--- src/rtl/d_stream_monitor.sv ---
// Observer for an asynchronous toggle stream: synchronizes d_in, flags edges,
// counts them, measures edge-to-edge intervals and reports lock/error status.
module d_stream_monitor #(
  parameter int CNT_W      = 8,
  parameter int LOCK_COUNT = 4
) (
  input  logic             clk,
  input  logic             rst_n,
  input  logic             d_in,
  input  logic             clear,
  output logic             q_sync,
  output logic             rise,
  output logic             fall,
  output logic [15:0]      edge_cnt,
  output logic [CNT_W-1:0] period,
  output logic             period_valid,
  output logic             locked,
  output logic             err
);

  localparam int MW = $clog2(LOCK_COUNT + 1);
  localparam logic [CNT_W-1:0] CNT_ONE    = {{(CNT_W-1){1'b0}}, 1'b1};
  localparam logic [CNT_W-1:0] CNT_MAX    = {CNT_W{1'b1}};
  localparam logic [CNT_W-1:0] CNT_MAX_M1 = CNT_MAX - CNT_ONE;
  localparam logic [MW-1:0]    M_ONE      = MW'(1);
  localparam logic [MW-1:0]    LOCK_VAL   = MW'(LOCK_COUNT);

  typedef enum logic [1:0] {
    IDLE    = 2'd0,
    MEASURE = 2'd1,
    TRACK   = 2'd2,
    LOCKED  = 2'd3
  } state_t;

  state_t           state_r;
  logic             s1_r, s2_r, s3_r;
  logic [CNT_W-1:0] run_cnt_r;
  logic [MW-1:0]    match_r;
  logic [CNT_W-1:0] interval_s;
  logic [MW-1:0]    match_inc_s;
  logic             edge_s;
  logic             timeout_s;

  assign q_sync      = s2_r;
  assign rise        = s2_r & ~s3_r;
  assign fall        = ~s2_r & s3_r;
  assign edge_s      = rise | fall;
  assign interval_s  = (run_cnt_r == CNT_MAX) ? CNT_MAX : (run_cnt_r + CNT_ONE);
  assign match_inc_s = match_r + M_ONE;
  // The run counter hits saturation on this very cycle, with no edge arriving.
  assign timeout_s   = ~edge_s & (run_cnt_r == CNT_MAX_M1);

  // Synchronizer chain; deliberately untouched by clear so no false edge appears.
  always_ff @(posedge clk or negedge rst_n) begin
    if (!rst_n) begin
      s1_r <= 1'b0;
      s2_r <= 1'b0;
      s3_r <= 1'b0;
    end else begin
      s1_r <= d_in;
      s2_r <= s1_r;
      s3_r <= s2_r;
    end
  end

  // Edge counting, interval measurement and the lock-tracking FSM.
  always_ff @(posedge clk or negedge rst_n) begin
    if (!rst_n) begin
      state_r      <= IDLE;
      run_cnt_r    <= '0;
      match_r      <= '0;
      edge_cnt     <= 16'h0000;
      period       <= '0;
      period_valid <= 1'b0;
      locked       <= 1'b0;
      err          <= 1'b0;
    end else if (clear) begin
      state_r      <= IDLE;
      run_cnt_r    <= '0;
      match_r      <= '0;
      edge_cnt     <= 16'h0000;
      period       <= '0;
      period_valid <= 1'b0;
      locked       <= 1'b0;
      err          <= 1'b0;
    end else begin
      if (edge_s) begin
        edge_cnt  <= edge_cnt + 16'h0001;
        run_cnt_r <= '0;
      end else if (run_cnt_r != CNT_MAX) begin
        run_cnt_r <= run_cnt_r + CNT_ONE;
      end else begin
        run_cnt_r <= run_cnt_r;
      end

      case (state_r)
        IDLE: begin
          if (edge_s) begin
            state_r <= MEASURE;
          end else begin
            state_r <= IDLE;
          end
        end
        MEASURE: begin
          if (edge_s) begin
            period       <= interval_s;
            period_valid <= 1'b1;
            match_r      <= M_ONE;
            state_r      <= TRACK;
          end else begin
            state_r <= MEASURE;
          end
        end
        TRACK: begin
          if (edge_s) begin
            if (interval_s == period) begin
              match_r <= match_inc_s;
              if (match_inc_s == LOCK_VAL) begin
                state_r <= LOCKED;
                locked  <= 1'b1;
              end else begin
                state_r <= TRACK;
              end
            end else begin
              period  <= interval_s;
              match_r <= M_ONE;
              state_r <= TRACK;
            end
          end else if (timeout_s) begin
            err          <= 1'b1;
            locked       <= 1'b0;
            period_valid <= 1'b0;
            state_r      <= IDLE;
          end else begin
            state_r <= TRACK;
          end
        end
        LOCKED: begin
          if (edge_s) begin
            if (interval_s != period) begin
              err     <= 1'b1;
              locked  <= 1'b0;
              period  <= interval_s;
              match_r <= M_ONE;
              state_r <= TRACK;
            end else begin
              state_r <= LOCKED;
            end
          end else if (timeout_s) begin
            err          <= 1'b1;
            locked       <= 1'b0;
            period_valid <= 1'b0;
            state_r      <= IDLE;
          end else begin
            state_r <= LOCKED;
          end
        end
        default: begin
          state_r <= IDLE;
        end
      endcase
    end
  end

endmodule

--- config.mk ---
export PLATFORM = sky130hd
export DESIGN_NAME = d_stream_monitor
export DESIGN_NICKNAME = d
export VERILOG_FILES = /design/src/rtl/d_stream_monitor.sv
export SDC_FILE = /design/constraint.sdc
export NUM_CORES = 1
export LEC_CHECK = 0
export BUFFER_PORTS_ARGS = -buffer_cell sky130_fd_sc_hd__buf_2
export CAP_MARGIN = 20
export CELL_PAD_IN_SITES_DETAIL_PLACEMENT = 1
export CELL_PAD_IN_SITES_GLOBAL_PLACEMENT = 1
export CORE_UTILIZATION = 30
export CTS_CLUSTER_SIZE = 12
export DETAILED_ROUTE_END_ITERATION = 7
export PLACE_DENSITY_LB_ADDON = 0.1
export REMOVE_ABC_BUFFERS = 1
export SLEW_MARGIN = 25
export SYNTH_ARGS = -nofsm -noshare
export SYNTH_HDL_FRONTEND = slang
export SYNTH_SLANG_ARGS = --single-unit
--- constraint.sdc ---
create_clock -name clk -period 3.2 [get_ports clk]
set_clock_uncertainty 0.05 [all_clocks]
set_input_delay 0.16 -clock clk [delete_from_list [all_inputs] [get_ports clk]]
set_output_delay 0.16 -clock clk [all_outputs]
set_load 0.1 [all_outputs]
==> qor.csv <==
stage,metric,value,unit
outcome,status,"complete, no violations",
floorplanning,io pins,34,
timing,Final min period,2850,ps
min_path,Worst Hold Class,in -> reg,
timing,Worst Hold Margin,257,ps
logic_synthesis,mux contribution to synthesized area,1.66,%
clock_network,CTS resizes,0,
clock_network,TritonCTS clock tree,done,
power,Static Leak,0.00128,µW
logic_synthesis,Synth Area in Adders,5.55,%
power,Final Power,1140,µW
logic_synthesis,share of synthesized flip-flops with an asynchronous set or reset,100,%
grt,M2 GR Usage,25.4,%
floorplanning,num rows,32,
critical_path,FF-to-FF path depth,7,
grt,GR peak layer,met2,
logic_synthesis,Mapped Cells,268,
logic_synthesis,Post-synth EDFFs,0,
timing,normalized max-slew margin,57.4,%
logic_synthesis,synth warn,0,
placement,final estimated routing congestion in global placement,0.746,
grt,aggregate global routing overflow,0,
logic_synthesis,Synth Area in XOR/XNOR,5.30,%
clock_network,"Reg clk slew, reported paths",90,ps
grt,vias in the first global route,2205,
critical_path,Worst EP arrival,3030,ps
timing,total negative slack,0,ps
detailed_routing,first-pass iteration count of the detailed router,4,
critical_path,FF-to-FF Start,run_cnt_r[0]$_DFFE_PN0P_,
logic_synthesis,simple-gate share of the synthesized area,23.5,%
floorplanning,Die Area,8630,µm²
power,maximum vdd drop,0.000309,V
detailed_routing,vias per cell,5.12,
grt,GR Util All Layers,17.1,%
flow_run,max-cap violations,0,
clock_network,clock latency on the worst-skew pair,300,ps
critical_path,Worst setup SP type,flop,
critical_path,maximum net fanout on the critical path,9,
clock_network,Num CTS Buffers,5,
logic_synthesis,post-synth top area share,43.4,%
detailed_routing,Residual DRC,0,
clock_network,clock root cell,clkbuf_8,
critical_path,CP peak stage delay,550,ps
critical_path,Slowest cell on crit path,a21boi_0,
floorplanning,Core ar.,7850,µm²
grt,first-pass GRT wire length,11600,µm
logic_synthesis,Seq cells post-synth,43,
layout,ANT cells,0,
grt,largest net degree at the start of global routing,44,
critical_path,critical path class,reg -> reg,
timing,Final Hold Fails,0,
critical_path,CP Cell Sequence,"ha_1, and3_1, a21boi_0, o22ai_1, nor3_2, a31o_1, o2bb2ai_1",
grt,initial antenna violation count,0,
min_path,hold path cells,2,
timing,Max Freq,350,MHz
clock_network,H-tree levels,2,
grt,met1 GRT Util,25.4,%
logic_synthesis,post-synthesis compound-gate area fraction,17.0,%
layout,fin nets,318,
critical_path,"Data required, critical path",3370,ps
detailed_routing,Via Count,2079,
timing,RSZ-0062 raised after global routing,false,
layout,Synth-to-Final Area Change,14.9,%
floorplanning,die outline width,92.9,µm
timing,Worst Tran Pin Value,633,ps
min_path,Hold Path End,edge_cnt[8]$_DFFE_PN0N_,
logic_synthesis,number of distinct library cells after synthesis,53,
power,Pwr Density,400,nW/µm²
logic_synthesis,syn avg cell area,9.25,µm²
clock_network,CTS sink cnt,43,
logic_synthesis,Mapped Area,2480,µm²
detailed_routing,Initial DRC Count,38,
clock_network,clk buf depth,2,
logic_synthesis,sequential fraction of the synthesis area,43.4,%
min_path,HP Start,clear,
critical_path,reg2reg end,period[4]$_DFFE_PN0P_,
placement,DP HPWL,4810,µm
timing,Slew Limit Fails,0,
detailed_routing,Detail Route Antenna Nets,0,
detailed_routing,Wirelength per Cell,16.3,µm
logic_synthesis,Synth area leader,dfrtp_1,
grt,M3 GR Usage,3.12,%
floorplanning,Die Y,92.9,µm
layout,ratio of cells with drive above 1 in the final layout,15.8,%
critical_path,r2r setup slk,350,ps
layout,Fillers,949,
detailed_routing,DRT Wirelength,6600,µm
logic_synthesis,combinational family with the most area after synthesis,simple AND/OR/NAND/NOR gates,
critical_path,CP Capture Type,flop,
timing,Final Setup Violations,0,
logic_synthesis,largest cells by area after synthesis,"dfrtp_1, ha_1, nor2_1",
placement,PortBufs,33,
floorplanning,Initial Utilization,31.6,%
timing,period utilisation layout,89.2,%
layout,"commonest non-fill, non-tap cell in the layout",dfrtp_1,
logic_synthesis,commonest register cell after synthesis,dfrtp_1,
layout,"commonest non-fill, non-tap cells in the layout","dfrtp_1, nor2_1, buf_2",
-- what timing repair did --
item,4_1_cts,5_1_grt
setup buffers,0,0
hold buffers,2,0
setup endpoints to repair,0,0
hold endpoints to repair,44,0
-- power by group --
part | internal [µW] | switching [µW] | total (µW)
clock | 153 | 208 | 361
combinational | 46.3 | 156 | 202
sequential | 558 | 18.3 | 576
-- synth_stat cells, types with 4 or more instances --
library cell and instances:
dfrtp_1 43, nor3_1 5, a21oi_1 15, clkbuf_1 6, o21a_1 4, nor2b_1 7, and3_1 4, nor2_1 33
ha_1 11, inv_1 12, xnor2_1 4, o2bb2ai_1 8, or3_1 6, and2_1 4, nand2_1 22, o21ai_0 11
nand3_1 7, xor2_1 11, nand4_1 5
-- layout make-up --
type	instances	area [µm²]	area share [%]
Timing Repair Buffer	37	203	7.11
Clock buffer	6	72.6	2.55
Clock inverter	2	12.5	0.439
Multi-Input combinational cell	204	1310	46.1
Tap cell	102	128	4.48
Inverter	12	45.0	1.58
Sequential cell	43	1080	37.8
-- worst max-delay path: cells and delay by family, from the launching register on --
family	cells	cell delay, ps
flops	1	450
simple gates	2	670
fa+ha+maj	1	270
compound gates	4	1340
-- worst max path at each step --
stage	end	cells past startpoint	startpoint
after global placement	period[2]$_DFFE_PN0P_	7	run_cnt_r[0]$_DFFE_PN0P_
after floorplan	match_r[1]$_DFFE_PN0P_	8	q_sync$_DFF_PN0_
after global routing	period[4]$_DFFE_PN0P_	7	run_cnt_r[0]$_DFFE_PN0P_
after CTS	period[4]$_DFFE_PN0P_	7	run_cnt_r[0]$_DFFE_PN0P_
final	period[4]$_DFFE_PN0P_	7	run_cnt_r[0]$_DFFE_PN0P_
after detailed placement	period[2]$_DFFE_PN0P_	7	run_cnt_r[0]$_DFFE_PN0P_
-- logic make-up after synthesis --
kind of cell	count (synthesis)
and+or+nand+nor	112
AOI/OAI and AO/OA	62
DFF	43
buffers and inverters	21
xor gates and xnor gates	15
adders and majority gates	11
muxes	4
-- per-stage QoR --
step | cells | utilization, % | setup WS (ps) | area, µm²
6_report | 406 | 36.3 | 346 | 2850
5_1_grt | 406 | 36.3 | 31.0 | 2850
4_1_cts | 406 | 36.3 | 310 | 2850
3_5_place_dp | 396 | 35.0 | 317 | 2740
3_3_place_gp | 396 | 34.9 | 394 | 2740
2_1_floorplan | 259 | - | 540 | 2430
-- registers in the layout (all words and copies together) (netlist names) --
name,count
s1_r,1
edge_cnt,16
q_sync,1
match_r,3
state_r,2
locked,1
err,1
run_cnt_r,8
period_valid,1
period,8
s3_r,1
-- layer usage --
metal / routed length, µm / share of wire [%]
met2: 2940 / 45
met5: 0 / 0
met1: 3450 / 52
met4: 47 / 0.71
met3: 156 / 2.4
(Power assumes the default switching activity.)
